<file path="src/rtl/pipe_pkg.sv">
// Shared pipeline types and constants for the fetch stage.
//   fetch_state_e : fetch sequencer states (FETCH / WAIT / DROP)
//   if_id_t       : IF/ID register payload {valid, pc, inst}
//   word_align()  : clears the two low address bits
package pipe_pkg;

  localparam int unsigned XLEN = 32;

  localparam logic [XLEN-1:0] RESET_PC_C = 32'h0000_0000;
  localparam logic [XLEN-1:0] NOP_INST_C = 32'h0000_0013;  // addi x0,x0,0

  typedef enum logic [1:0] {
    FETCH = 2'd0,
    WAIT  = 2'd1,
    DROP  = 2'd2
  } fetch_state_e;

  typedef struct packed {
    logic            valid;
    logic [XLEN-1:0] pc;
    logic [XLEN-1:0] inst;
  } if_id_t;

  function automatic logic [XLEN-1:0] word_align(input logic [XLEN-1:0] a);
    return a & ~XLEN'(3);
  endfunction

endpackage

</file>
<file path="src/rtl/fetch_stage_if.sv">
// Instruction-memory request/response channel.
//   req/addr   : fetch request and word-aligned address (master drives)
//   gnt        : request accepted this cycle (req & gnt = handshake)
//   rvalid     : response valid, at least one cycle after gnt
//   rdata      : fetched instruction word
interface fetch_stage_if;
  import pipe_pkg::*;

  logic            req;
  logic [XLEN-1:0] addr;
  logic            gnt;
  logic            rvalid;
  logic [XLEN-1:0] rdata;

  modport master (output req, addr, input gnt, rvalid, rdata);
  modport slave  (input req, addr, output gnt, rvalid, rdata);

endinterface

</file>
<file path="src/rtl/fetch_skid_buf.sv">
// One-entry holding buffer for an IF/ID payload that arrives while ID is stalled.
//   clk, rst_n   : clock, async active-low reset
//   push/pop     : load din / release the entry
//   flush        : discard the entry (wins over push/pop)
//   din, dout    : payload in / registered payload out
//   full         : entry occupied (registered)
//   full_next_c  : occupancy after the coming edge (combinational)
module fetch_skid_buf
  import pipe_pkg::*;
(
  input  logic   clk,
  input  logic   rst_n,
  input  logic   push,
  input  logic   pop,
  input  logic   flush,
  input  if_id_t din,
  output if_id_t dout,
  output logic   full,
  output logic   full_next_c
);

  if_id_t entry_q;
  logic   full_q;

  // Next occupancy: flush beats push, push beats pop.
  always_comb begin
    full_next_c = full_q;
    if (flush) begin
      full_next_c = 1'b0;
    end else if (push) begin
      full_next_c = 1'b1;
    end else if (pop) begin
      full_next_c = 1'b0;
    end
  end

  // Entry and occupancy registers.
  always_ff @(posedge clk or negedge rst_n) begin
    if (!rst_n) begin
      full_q  <= 1'b0;
      entry_q <= '0;
    end else begin
      full_q <= full_next_c;
      if (push && !flush) begin
        entry_q <= din;
      end
    end
  end

  assign dout = entry_q;
  assign full = full_q;

endmodule

</file>
<file path="src/rtl/fetch_stage.sv">
// Instruction-fetch stage: owns the PC, keeps at most one imem request
// outstanding, writes {pc, inst, valid} into IF/ID, absorbs ID stalls with a
// one-entry skid buffer and kills wrong-path fetches on an EX redirect.
// Optional build macro: FETCH_MISALIGN_CHECK_EN -- a redirect to a target that
// is not 4-byte aligned raises sticky o_misalign and halts fetch until the next
// aligned redirect; without it the target low bits are silently cleared.
// Ports:
//   i_clk, i_rst_n         : clock, async active-low reset
//   i_pc_sel, i_alu_data   : EX redirect strobe and target
//   i_id_stall             : ID cannot accept, hold IF/ID
//   imem (master)          : req/addr out, gnt/rvalid/rdata in
//   o_if_valid/pc/inst     : IF/ID register (inst = NOP_INST when invalid)
//   o_misalign             : misaligned-redirect flag (0 unless macro defined)
module fetch_stage
  import pipe_pkg::*;
#(
  parameter logic [XLEN-1:0] RESET_PC = RESET_PC_C,
  parameter logic [XLEN-1:0] NOP_INST = NOP_INST_C
) (
  input  logic             i_clk,
  input  logic             i_rst_n,
  input  logic             i_pc_sel,
  input  logic [XLEN-1:0]  i_alu_data,
  input  logic             i_id_stall,
  fetch_stage_if.master    imem,
  output logic             o_if_valid,
  output logic [XLEN-1:0]  o_if_pc,
  output logic [XLEN-1:0]  o_if_inst,
  output logic             o_misalign
);

  fetch_state_e    state_q, state_d;
  logic [XLEN-1:0] pc_q, pc_d;
  logic [XLEN-1:0] req_pc_q;
  logic            req_q, req_d;
  if_id_t          ifid_q, ifid_d;
  logic            halt_q, halt_d;
  logic            bad_target;
  logic            fire;
  logic            deliver;
  if_id_t          deliver_pkt;
  logic            skid_push, skid_pop, skid_flush;
  logic            skid_full, skid_full_next;
  if_id_t          skid_dout;

`ifdef FETCH_MISALIGN_CHECK_EN
  assign bad_target = (i_alu_data[1:0] != 2'b00);

  // Sticky misalign / fetch-halt flag.
  always_ff @(posedge i_clk or negedge i_rst_n) begin
    if (!i_rst_n) begin
      halt_q <= 1'b0;
    end else begin
      halt_q <= halt_d;
    end
  end

  assign o_misalign = halt_q;
`else
  assign bad_target = 1'b0;
  assign halt_q     = 1'b0;
  assign o_misalign = 1'b0;
`endif

  fetch_skid_buf u_skid (
    .clk         (i_clk),
    .rst_n       (i_rst_n),
    .push        (skid_push),
    .pop         (skid_pop),
    .flush       (skid_flush),
    .din         (deliver_pkt),
    .dout        (skid_dout),
    .full        (skid_full),
    .full_next_c (skid_full_next)
  );

  // Next-state, PC and IF/ID update.
  always_comb begin
    state_d     = state_q;
    pc_d        = pc_q;
    ifid_d      = ifid_q;
    halt_d      = halt_q;
    skid_push   = 1'b0;
    skid_pop    = 1'b0;
    skid_flush  = 1'b0;
    fire        = req_q & imem.gnt;
    // A response coinciding with a redirect belongs to the killed path.
    deliver     = (state_q == WAIT) & imem.rvalid & ~i_pc_sel;
    deliver_pkt = '{valid: 1'b1, pc: req_pc_q, inst: imem.rdata};

    unique case (state_q)
      FETCH: if (fire) state_d = i_pc_sel ? DROP : WAIT;
      // A redirect while waiting only needs DROP if the response is still owed.
      WAIT: begin
        if (imem.rvalid) begin
          state_d = FETCH;
        end else if (i_pc_sel) begin
          state_d = DROP;
        end
      end
      DROP: if (imem.rvalid) state_d = FETCH;
      default: state_d = FETCH;
    endcase

    if (i_pc_sel) begin
      halt_d = bad_target;
      if (!bad_target) begin
        pc_d = word_align(i_alu_data);
      end
    end else if (fire) begin
      pc_d = pc_q + XLEN'(4);
    end

    // Redirect overrides stall; otherwise skid drains before new data lands.
    if (i_pc_sel) begin
      ifid_d     = '{valid: 1'b0, pc: ifid_q.pc, inst: NOP_INST};
      skid_flush = 1'b1;
    end else if (!ifid_q.valid || !i_id_stall) begin
      if (skid_full) begin
        ifid_d   = skid_dout;
        skid_pop = 1'b1;
      end else if (deliver) begin
        ifid_d = deliver_pkt;
      end else begin
        ifid_d = '{valid: 1'b0, pc: ifid_q.pc, inst: NOP_INST};
      end
    end else if (deliver) begin
      skid_push = 1'b1;
    end

    // Request register mirrors the coming state so req stays low in reset.
    req_d = (state_d == FETCH) & ~skid_full_next & ~halt_d;
  end

  // State, PC and IF/ID registers.
  always_ff @(posedge i_clk or negedge i_rst_n) begin
    if (!i_rst_n) begin
      state_q  <= FETCH;
      pc_q     <= word_align(RESET_PC);
      req_pc_q <= word_align(RESET_PC);
      req_q    <= 1'b0;
      ifid_q   <= '{valid: 1'b0, pc: RESET_PC, inst: NOP_INST};
    end else begin
      state_q <= state_d;
      pc_q    <= pc_d;
      req_q   <= req_d;
      ifid_q  <= ifid_d;
      if (fire) begin
        req_pc_q <= pc_q;
      end
    end
  end

  assign imem.req   = req_q;
  assign imem.addr  = pc_q;
  assign o_if_valid = ifid_q.valid;
  assign o_if_pc    = ifid_q.pc;
  assign o_if_inst  = ifid_q.inst;

endmodule

</file>
<file path="src/flat_wrapper.sv">
// flat-port wrapper written by rule: the top's interface ports become plain ports
module fetch_stage_flat import pipe_pkg::*;
#(
  parameter logic [XLEN-1:0] RESET_PC = RESET_PC_C,
  parameter logic [XLEN-1:0] NOP_INST = NOP_INST_C
)
  (i_clk, i_rst_n, i_pc_sel, i_alu_data, i_id_stall, o_if_valid, o_if_pc, o_if_inst, o_misalign, imem_req, imem_addr, imem_gnt, imem_rvalid, imem_rdata);
  fetch_stage_if imem_i ();
  input  logic i_clk;
  input  logic i_rst_n;
  input  logic i_pc_sel;
  input  logic [XLEN-1:0] i_alu_data;
  input  logic i_id_stall;
  output logic o_if_valid;
  output logic [XLEN-1:0] o_if_pc;
  output logic [XLEN-1:0] o_if_inst;
  output logic o_misalign;
  output wire logic [$bits(imem_i.req)-1:0] imem_req;
  output wire logic [$bits(imem_i.addr)-1:0] imem_addr;
  input wire logic [$bits(imem_i.gnt)-1:0] imem_gnt;
  input wire logic [$bits(imem_i.rvalid)-1:0] imem_rvalid;
  input wire logic [$bits(imem_i.rdata)-1:0] imem_rdata;
  assign imem_req = imem_i.req;
  assign imem_addr = imem_i.addr;
  assign imem_i.gnt = imem_gnt;
  assign imem_i.rvalid = imem_rvalid;
  assign imem_i.rdata = imem_rdata;
  fetch_stage #(.RESET_PC(RESET_PC), .NOP_INST(NOP_INST)) u_core (.i_clk(i_clk), .i_rst_n(i_rst_n), .i_pc_sel(i_pc_sel), .i_alu_data(i_alu_data), .i_id_stall(i_id_stall), .imem(imem_i), .o_if_valid(o_if_valid), .o_if_pc(o_if_pc), .o_if_inst(o_if_inst), .o_misalign(o_misalign));
endmodule
</file>
<file path="config.mk">
export PLATFORM = sky130hd
export DESIGN_NAME = fetch_stage_flat
export DESIGN_NICKNAME = d
export VERILOG_FILES = /design/src/rtl/pipe_pkg.sv /design/src/rtl/fetch_stage_if.sv /design/src/rtl/fetch_skid_buf.sv /design/src/rtl/fetch_stage.sv /design/src/flat_wrapper.sv
export SDC_FILE = /design/constraint.sdc
export NUM_CORES = 1
export LEC_CHECK = 0
export ABC_AREA = 1
export BUFFER_PORTS_ARGS = -buffer_cell sky130_fd_sc_hd__buf_2
export CAP_MARGIN = 20
export CORE_MARGIN = 2
export CORE_UTILIZATION = 39
export DETAILED_ROUTE_END_ITERATION = 8
export PLACE_DENSITY = 0.57
export SYNTH_ARGS = -nofsm -noshare
export SYNTH_HDL_FRONTEND = slang
export SYNTH_SLANG_ARGS = --single-unit
</file>
<file path="constraint.sdc">
create_clock -name i_clk -period 1.9 [get_ports i_clk]
set_input_delay 0.19 -clock i_clk [delete_from_list [all_inputs] [get_ports i_clk]]
set_output_delay 0.19 -clock i_clk [all_outputs]
set_load 0.01 [all_outputs]
</file>
==> impl_results.md, run 1 <==
* Minimum clock period at 1640 ps
* Final nets at around 1400
* Max Clock Freq at 609 MHz
* Relative slew slack at 62.9%
* Routed vias/inst at 4.81
* Min-Delay Path Class: input port to flop
* FF-to-FF setup slack at between 200 and 300 ps
* Worst Path Required at 2210 ps
* Worst setup margin at 258 ps
* Slew @ Worst Pin at 556 ps
* Min-delay src: i_alu_data[6]
* Global-route wire length before repair at around 38000 µm
* RR Startpoint: u_core.imem.addr[3]$_DFFE_PN0N_
* Total gr overflow at 0
* Fin Hold WS at approximately 16 ps
* Final hold violation count at 0
* CTS max path bufs at 2
* WS Path Type: flop to flop
* Synth Register Bits at 191
* GRT Total Usage at around 20%
* Post-CTS Hold Fix Bufs at 13
* Sequential area share after synthesis at a little over half
* Worst setup path end: u_core.imem.addr[16]$_DFFE_PN0N_
* Starting DRT DRC Count at 492
* Initial antenna violation count at 0
* Routed length per placed instance at around 14 µm
* CTS buffer count at 17
* Synth area leaders: dfrtp_1 (53%), nand2_1 (15%), o21ai_0 (9.3%)
* Clock net sink count at 191
* Largest net degree at the start of global routing at 94
* Post-route ant nets at 0
* Status: finished, final reports clean
* RSZ-0062 raised after global routing: false
* Post-DP HPWL at 15700 µm
* Distinct cells, synth at 24
* Fin crit share at around 86%
* Num rows at 55
* Number of post-CTS setup repair buffers at 0
* Drt drc at 0
* Pre-CTS setup slack at 261 ps
* Worst-path fanout max at 5
* PortBufs at roughly 160
* IO Count at 169
* Starting density of the core at 39.5%
* Core area at around 23000 µm²
* Leakage at 5.64 nW
* TritonCTS clock tree: done
* Reg2reg end: u_core.imem.addr[16]$_DFFE_PN0N_
* Number of global-route vias before repair at 7249
* Chip width at between 150 and 200 µm
* Synth area leader: dfrtp_1
* Clk_lat worst skew at 430 ps
* Layout cell share with drive strength beyond 1 at 17.9%
* Crit path DAT at 1950 ps
* Worst clock skew at 18.1 ps
* Routability congestion estimate at 0.879
* Pre-antenna DRT Iters at 6
* Max-Cap Viols at 0
* Setup Viol. Count Final at 0
* Vias at around 7600
* Post-cts sizing count at 0
* Post-synth top area share at 53.0%
* Crit. Startpoint: u_core.imem.addr[3]$_DFFE_PN0N_
* Crit. End Element: flop
* Clk Tree Root Cell: clkbuf_16
* VDD IR max at 441 µV
* Total standard cell area after synthesis at 8880 µm²
* Max H-tree Level at 4
* Avg Inst Size Synth at just under 8 µm²
* Setup TNS Final at 0 ps
* Antenna diode count at 0
* Die Height at 155 µm
* Clk pin slew, worst setup/hold paths at ~70 ps
* Pwr/cell area at 961 nW/µm²
* Syn. warnings at 0
* R2R cell count at 8
* CP Launch Type: flop
* Post-Route WL at 22900 µm
* DIE AREA at 24000 µm²
* Cell count after synthesis at 1124
* Final slew viol count at 0
* Area delta synth->final at 21.5%
## cells in the final DEF, fill, tap and decap left out, types with 4 or more instances in the layout
| cell type | n |
|---|---|
| a21oi_1 | 38 |
| buf_12 | 6 |
| buf_2 | 162 |
| buf_4 | 19 |
| clkbuf_16 | 17 |
| dfrtp_1 | 188 |
| dlygate4sd3_1 | 13 |
| inv_1 | 119 |
| inv_2 | 4 |
| inv_6 | 6 |
| nand2_1 | 352 |
| nand3_1 | 43 |
| nor2_1 | 81 |
| o211ai_1 | 32 |
| o21ai_0 | 165 |
| o21ai_1 | 16 |
| o21bai_1 | 4 |
| xor2_1 | 7 |
## metal layers
metal  track usage [%]  part of all wire [%]  vias to the layer above
met5                 0                     0                        -
li1                  -                     -                     3883
met1              29.1                    50                     3522
met3              3.43                   4.8                       15
met2              30.1                    44                      201
met4              5.38                   1.2                        0
## logic make-up after synthesis
| family | count (synthesis) | share of synthesized area, % |
|---|---|---|
| and+or+nand+nor | 485 | 21.5 |
| buffers and inverters | 184 | 8.35 |
| adders and majority gates | 1 | 0.141 |
| other | 1 | 0.0422 |
| AOI/OAI and AO/OA | 255 | 15.4 |
| DFF | 191 | 53.8 |
| xor gates and xnor gates | 7 | 0.690 |
## cells in the mapped netlist (all sizes together)
| cell | n |
|---|---|
| inv | 123 |
| nor2 | 84 |
| nand2 | 352 |
| conb | 1 |
| o21ai | 181 |
| a21oi | 38 |
| o211ai | 32 |
| xor2 | 7 |
| nand4 | 1 |
| dfrtp | 188 |
| dfstp | 3 |
| nand3 | 44 |
| o21bai | 4 |
| clkbuf | 36 |
| ha | 1 |
| and2 | 2 |
| nor3 | 2 |
| buf | 25 |
## critical path, stage by stage (launching register included)
cell and delay (ps):
dfrtp_1 410, ha_1 200, nand2_1 60, nor2_1 200
nand2_1 100, nor2_1 300, nand2_1 100, nand3_1 90
nand3_1 70
## cell type report
type                       count  area (µm²)
multi-input combinational    751        3370
tap                          285         357
sequential                   191        4780
timing repair buffer         201        1220
clock inverter                13         149
fill                        2266       11700
clock buffer                  19         453
inverter                     123         462
## worst min path at each step
stage,endpoint,slack (ps),cells past startpoint
after floorplan,u_core.imem.addr[10]$_DFFE_PN0N_,-110,0
after global placement,u_core.o_if_inst[29]$_DFFE_PN0P_,200,1
after CTS,u_core.imem.addr[6]$_DFFE_PN0N_,0.1,3
final,u_core.imem.addr[6]$_DFFE_PN0N_,20,3
after global routing,u_core.u_skid.dout[29]$_DFFE_PN0P_,10,3
after detailed placement,u_core.o_if_inst[29]$_DFFE_PN0P_,200,1
## report_power, final
group | total (mW) | internal, mW | switching (mW) | leakage (nW)
combinational | 1.74 | 0.616 | 1.12 | 2.82
sequential | 4.98 | 4.57 | 0.419 | 2.53
clock | 3.65 | 2.04 | 1.61 | 0.288
total | 10.4 | 7.22 | 3.15 | 5.64
## metrics by stage
step / utilization [%] / cells / power, mW / cell area (µm²)
2_1_floorplan: - / 1126 / 6.00 / 8890
3_3_place_gp: 44.7 / 1538 / 6.76 / 10100
3_5_place_dp: 44.7 / 1538 / 6.79 / 10100
4_1_cts: 48.0 / 1583 / 10.5 / 10800
5_1_grt: 48.0 / 1583 / 11.0 / 10800
6_report: 48.0 / 1583 / 10.4 / 10800
## sequential cells by signal, summed over array words and instances (netlist names)
| name | count |
|---|---|
| u_core.u_skid.full | 1 |
| u_core.o_if_pc | 31 |
| u_core.imem.req | 1 |
| u_core.o_if_valid | 1 |
| u_core.req_pc_q | 30 |
| u_core.state_q | 2 |
| u_core.u_skid.dout | 63 |
| u_core.o_if_inst | 32 |
| u_core.imem.addr | 30 |
Power figures use the tool's default switching activity.
==> run 2, diff against run 1 <==
--- a/config.mk
+++ b/config.mk
@@ -5,7 +5,6 @@
 export SDC_FILE = /design/constraint.sdc
 export NUM_CORES = 1
 export LEC_CHECK = 0
-export ABC_AREA = 1
 export BUFFER_PORTS_ARGS = -buffer_cell sky130_fd_sc_hd__buf_2
 export CAP_MARGIN = 20
 export CORE_MARGIN = 2
==> run 2 against run 1 <==
  * Combinational power fell by 6%
  * Global-route usage fell by 0.59 points
  * Core utilization grew 3.4 points
  * Synthesized cell count fell by 34%
  * Via count shrank 13%
  * Critical endpoint is now u_core.imem.addr[24]$_DFFE_PN0N_
==> impl_results.md, run 2 <==
* Post-DP Area at 9820 µm² (-2.4%)
* Routed length per placed instance at 17.1 µm (+18%)
* Global-route wire length before repair at 33900 µm (-11%)
* Fin Hold WS at 19.8 ps (+3.32 ps)
* Minimum clock period at 1840 ps (+199 ps)
* Post-synth top area share at 56.7% (+3.7 points)
* Cell count after synthesis at 741 (-34%)
* Starting DRT DRC Count at 245 (-50%)
* M3 GR Usage at 3.96% (+0.54 points)
* Final slew viol count at 0 (unchanged)
* Max H-tree Level at 4 (unchanged)
* IO Count at 169 (unchanged)
* Starting density of the core at 39.6% (+0.14 points)
* Syn. warnings at 0 (unchanged)
* Met2 Use GR at 29.9% (-0.16 points)
* Initial antenna violation count at 0 (unchanged)
* Largest net degree at the start of global routing at 63 (-33%)
* Clock net sink count at 191 (unchanged)
* Worst-path fanout max at 4 (-1)
* Commonest non-fill, non-tap cell in the layout: dfrtp_1
* Most frequent cells in the layout: dfrtp_1 (185), buf_2 (162), nand2_1 (91), mux2_2 (89), o22ai_1 (60)
* Status: finished, final reports clean
* Final nets at 1027 (-24%)
* DIE AREA at 22500 µm² (-6.4%)
* Antenna diode count at 0 (unchanged)
* Die Height at 150 µm (-3.2%)
* Setup Viol. Count Final at 0 (unchanged)
* Max FFs per register at 63 (unchanged)
* Clk_lat worst skew at 430 ps (about the same)
* Pwr/cell area at 948 nW/µm² (-1.3%)
* Avg Inst Size Synth at 11.2 µm² (+42%)
* Relative slew slack at 63.0% (+0.063 points)
* FF-to-FF setup slack at 60 ps (-200 ps)
* Core area at 21000 µm² (-6.9%)
* Num rows at 53 (-3.6%)
* Crit path DAT at 2190 ps (+240 ps)
* VDD IR max at 505 µV (+14%)
* CTS buffer count at 17 (unchanged)
* Max-Cap Viols at 0 (unchanged)
* Layout cell share with drive strength beyond 1 at 37.3% (+19 points)
* Min-Delay Path Class: input port to flop
* Finished Core Util at 51.4% (+3.4 points)
* Hold Path Depth at 3 (unchanged)
* Most frequent cell after synthesis: dfrtp_1
* GRT Total Usage at 19.1% (-0.59 points)
* Max Clock Freq at 543 MHz (-11%)
* Pre-antenna DRT Iters at 5 (-1)
* Worst clock skew at 15.0 ps (-3.04 ps)
* Total standard cell area after synthesis at 8300 µm² (-6.5%)
* Clk pin slew, worst setup/hold paths at 70 ps (about the same)
* Chip width at 150 µm (-3.2%)
* Post-synth top flop: dfrtp_1
* Min-delay src: i_alu_data[25]
* RSZ-0062 raised after global routing: true
* Synth area leader: dfrtp_1
* Crit. End Element: flop
* Vias at 6593 (-13%)
* Reg2reg end: u_core.imem.addr[24]$_DFFE_PN0N_
* Post-route ant nets at 0 (unchanged)
* Worst setup margin at 59.0 ps (-199 ps)
* Post-DP HPWL at 14000 µm (-11%)
* WS Path Type: flop to flop
* Post-Route WL at 21200 µm (-7.6%)
* Synth top cells by count: dfrtp_1 (188), nand2_1 (91), mux2_2 (89)
* CTS max path bufs at 2 (unchanged)
* Tot Pwr at 10.2 mW (-1.6%)
* Synth area leaders: dfrtp_1 (57%), mux2_2 (12%), o22ai_1 (4.5%)
* Drt drc at 0 (unchanged)
* Synth Register Bits at 191 (unchanged)
* Async set-reset flop share out of synthesis at 100% (unchanged)
* PortBufs at 163 (unchanged)
* Clk Tree Root Cell: clkbuf_16
* Slew @ Worst Pin at 556 ps (-0.140 ps)
* RR Startpoint: u_core.imem.addr[3]$_DFFE_PN0N_
* Sequential area share after synthesis at 57.6% (+3.8 points)
* Routed vias/inst at 5.30 (+10%)
* R2R cell count at 7 (-1)
* Worst Path Required at 2250 ps (+40 ps)
* Met1 Use GR at 26.9% (-2.2 points)
* Busiest grt layer: met2
* Distinct cells, synth at 42 (+75%)
* Pre-CTS setup slack at -0.0885 ps (-262 ps)
* Fin crit share at 96.9% (+10 points)
* Layout fillers at 1975 (-13%)
* Area delta synth->final at 29.6%
* CP Launch Type: flop
* Final hold violation count at 0 (unchanged)
* Routability congestion estimate at 0.752 (-14%)
* Worst hold endpoint: u_core.imem.addr[25]$_DFFE_PN0N_
* Total gr overflow at 0 (unchanged)
* Cell area after layout at 10800 µm² (-0.30%)
* EDFF count, synth at 0 (unchanged)
* Number of global-route vias before repair at 6354 (-12%)
* Leakage at 5.06 nW (-10%)
* TritonCTS clock tree: done
==> run 2: cell types whose count changed after synthesis, sizes merged, moves of 10 or more <==
cell,before,now
or3,0,13
nor2,84,22
a22o,0,29
o22ai,0,60
mux2,0,89
nand3,44,13
inv,123,6
nand2,352,91
o21ai,181,56
o211ai,32,3
buf,25,15
a31oi,0,14
==> run 2: power by group <==
group          internal, mW  switching [mW]
clock                  2.04            1.52
sequential             4.57           0.438
combinational         0.870           0.774
total                  7.48            2.73
==> run 2: kinds of logic after synthesis <==
kind of cell / share of synthesized area (%)
flip-flops: 57.6
adder cells (fa/ha/maj): 0.151
AND/OR/NAND/NOR: 10.0
multiplexers: 12.6
XOR/XNOR: 1.27
AO/OA/AOI/OAI: 15.2
buffers and inverters: 3.15
other: 0.0452
==> run 2: critical path, cell delays in order (launching register included) <==
cell	delay (ps)
dfrtp_1	380
ha_2	190
and4_4	230
nand4bb_4	130
buf_4	170
clkbuf_16	140
or3_1	350
a31oi_1	170
==> run 2: worst max-delay path by stage <==
stage          slack [ps]  cells after the start                             from                               end
2_1_floorplan         0.9                      5  u_core.imem.addr[5]$_DFFE_PN0N_  u_core.imem.addr[31]$_DFFE_PN0N_
3_3_place_gp           20                      4        u_core.imem.req$_DFF_PN0_  u_core.imem.addr[25]$_DFFE_PN0N_
3_5_place_dp        -0.09                      4        u_core.imem.req$_DFF_PN0_  u_core.imem.addr[25]$_DFFE_PN0N_
4_1_cts                 3                      6  u_core.imem.addr[3]$_DFFE_PN0N_  u_core.imem.addr[26]$_DFFE_PN0N_
5_1_grt               -40                      7  u_core.imem.addr[3]$_DFFE_PN0N_  u_core.imem.addr[24]$_DFFE_PN0N_
6_report               60                      7  u_core.imem.addr[3]$_DFFE_PN0N_  u_core.imem.addr[24]$_DFFE_PN0N_
==> run 2: layer usage <==
metal,wire length [µm],vias up
li1,-,3137
met1,10200,3265
met2,9790,170
met3,948,21
met4,281,0
met5,0,-
==> run 2: what timing repair did <==
| item | in CTS | in global routing |
|---|---|---|
| hold buffers | 26 | 0 |
| resized for setup | 0 | 9 |
| setup buffers | 0 | 6 |
| endpoints found under the hold margin | 77 | 0 |
| cloned | 0 | 1 |
| pin swaps | 2 | 6 |
| setup endpoints to repair | 3 | 78 |
==> run 2: stage by stage <==
| stage | std cells | TNS (ps) |
|---|---|---|
| final | 1243 | 0 |
| after global routing | 1243 | -139 |
| after CTS | 1236 | 0 |
| after detailed placement | 1179 | -0.0885 |
| after global placement | 1179 | 0 |
| after floorplan | 743 | 0 |
==> run 2: area by class of cell <==
type / instances / area [µm²] / share of cell area (%)
Timing Repair Buffer: 251 / 1700 / 15.8
Tap cell: 275 / 344 / 3.20
Multi-Input combinational cell: 489 / 3330 / 30.9
Clock buffer: 22 / 474 / 4.41
Clock inverter: 9 / 109 / 1.01
Inverter: 6 / 22.5 / 0.209
Sequential cell: 191 / 4790 / 44.5
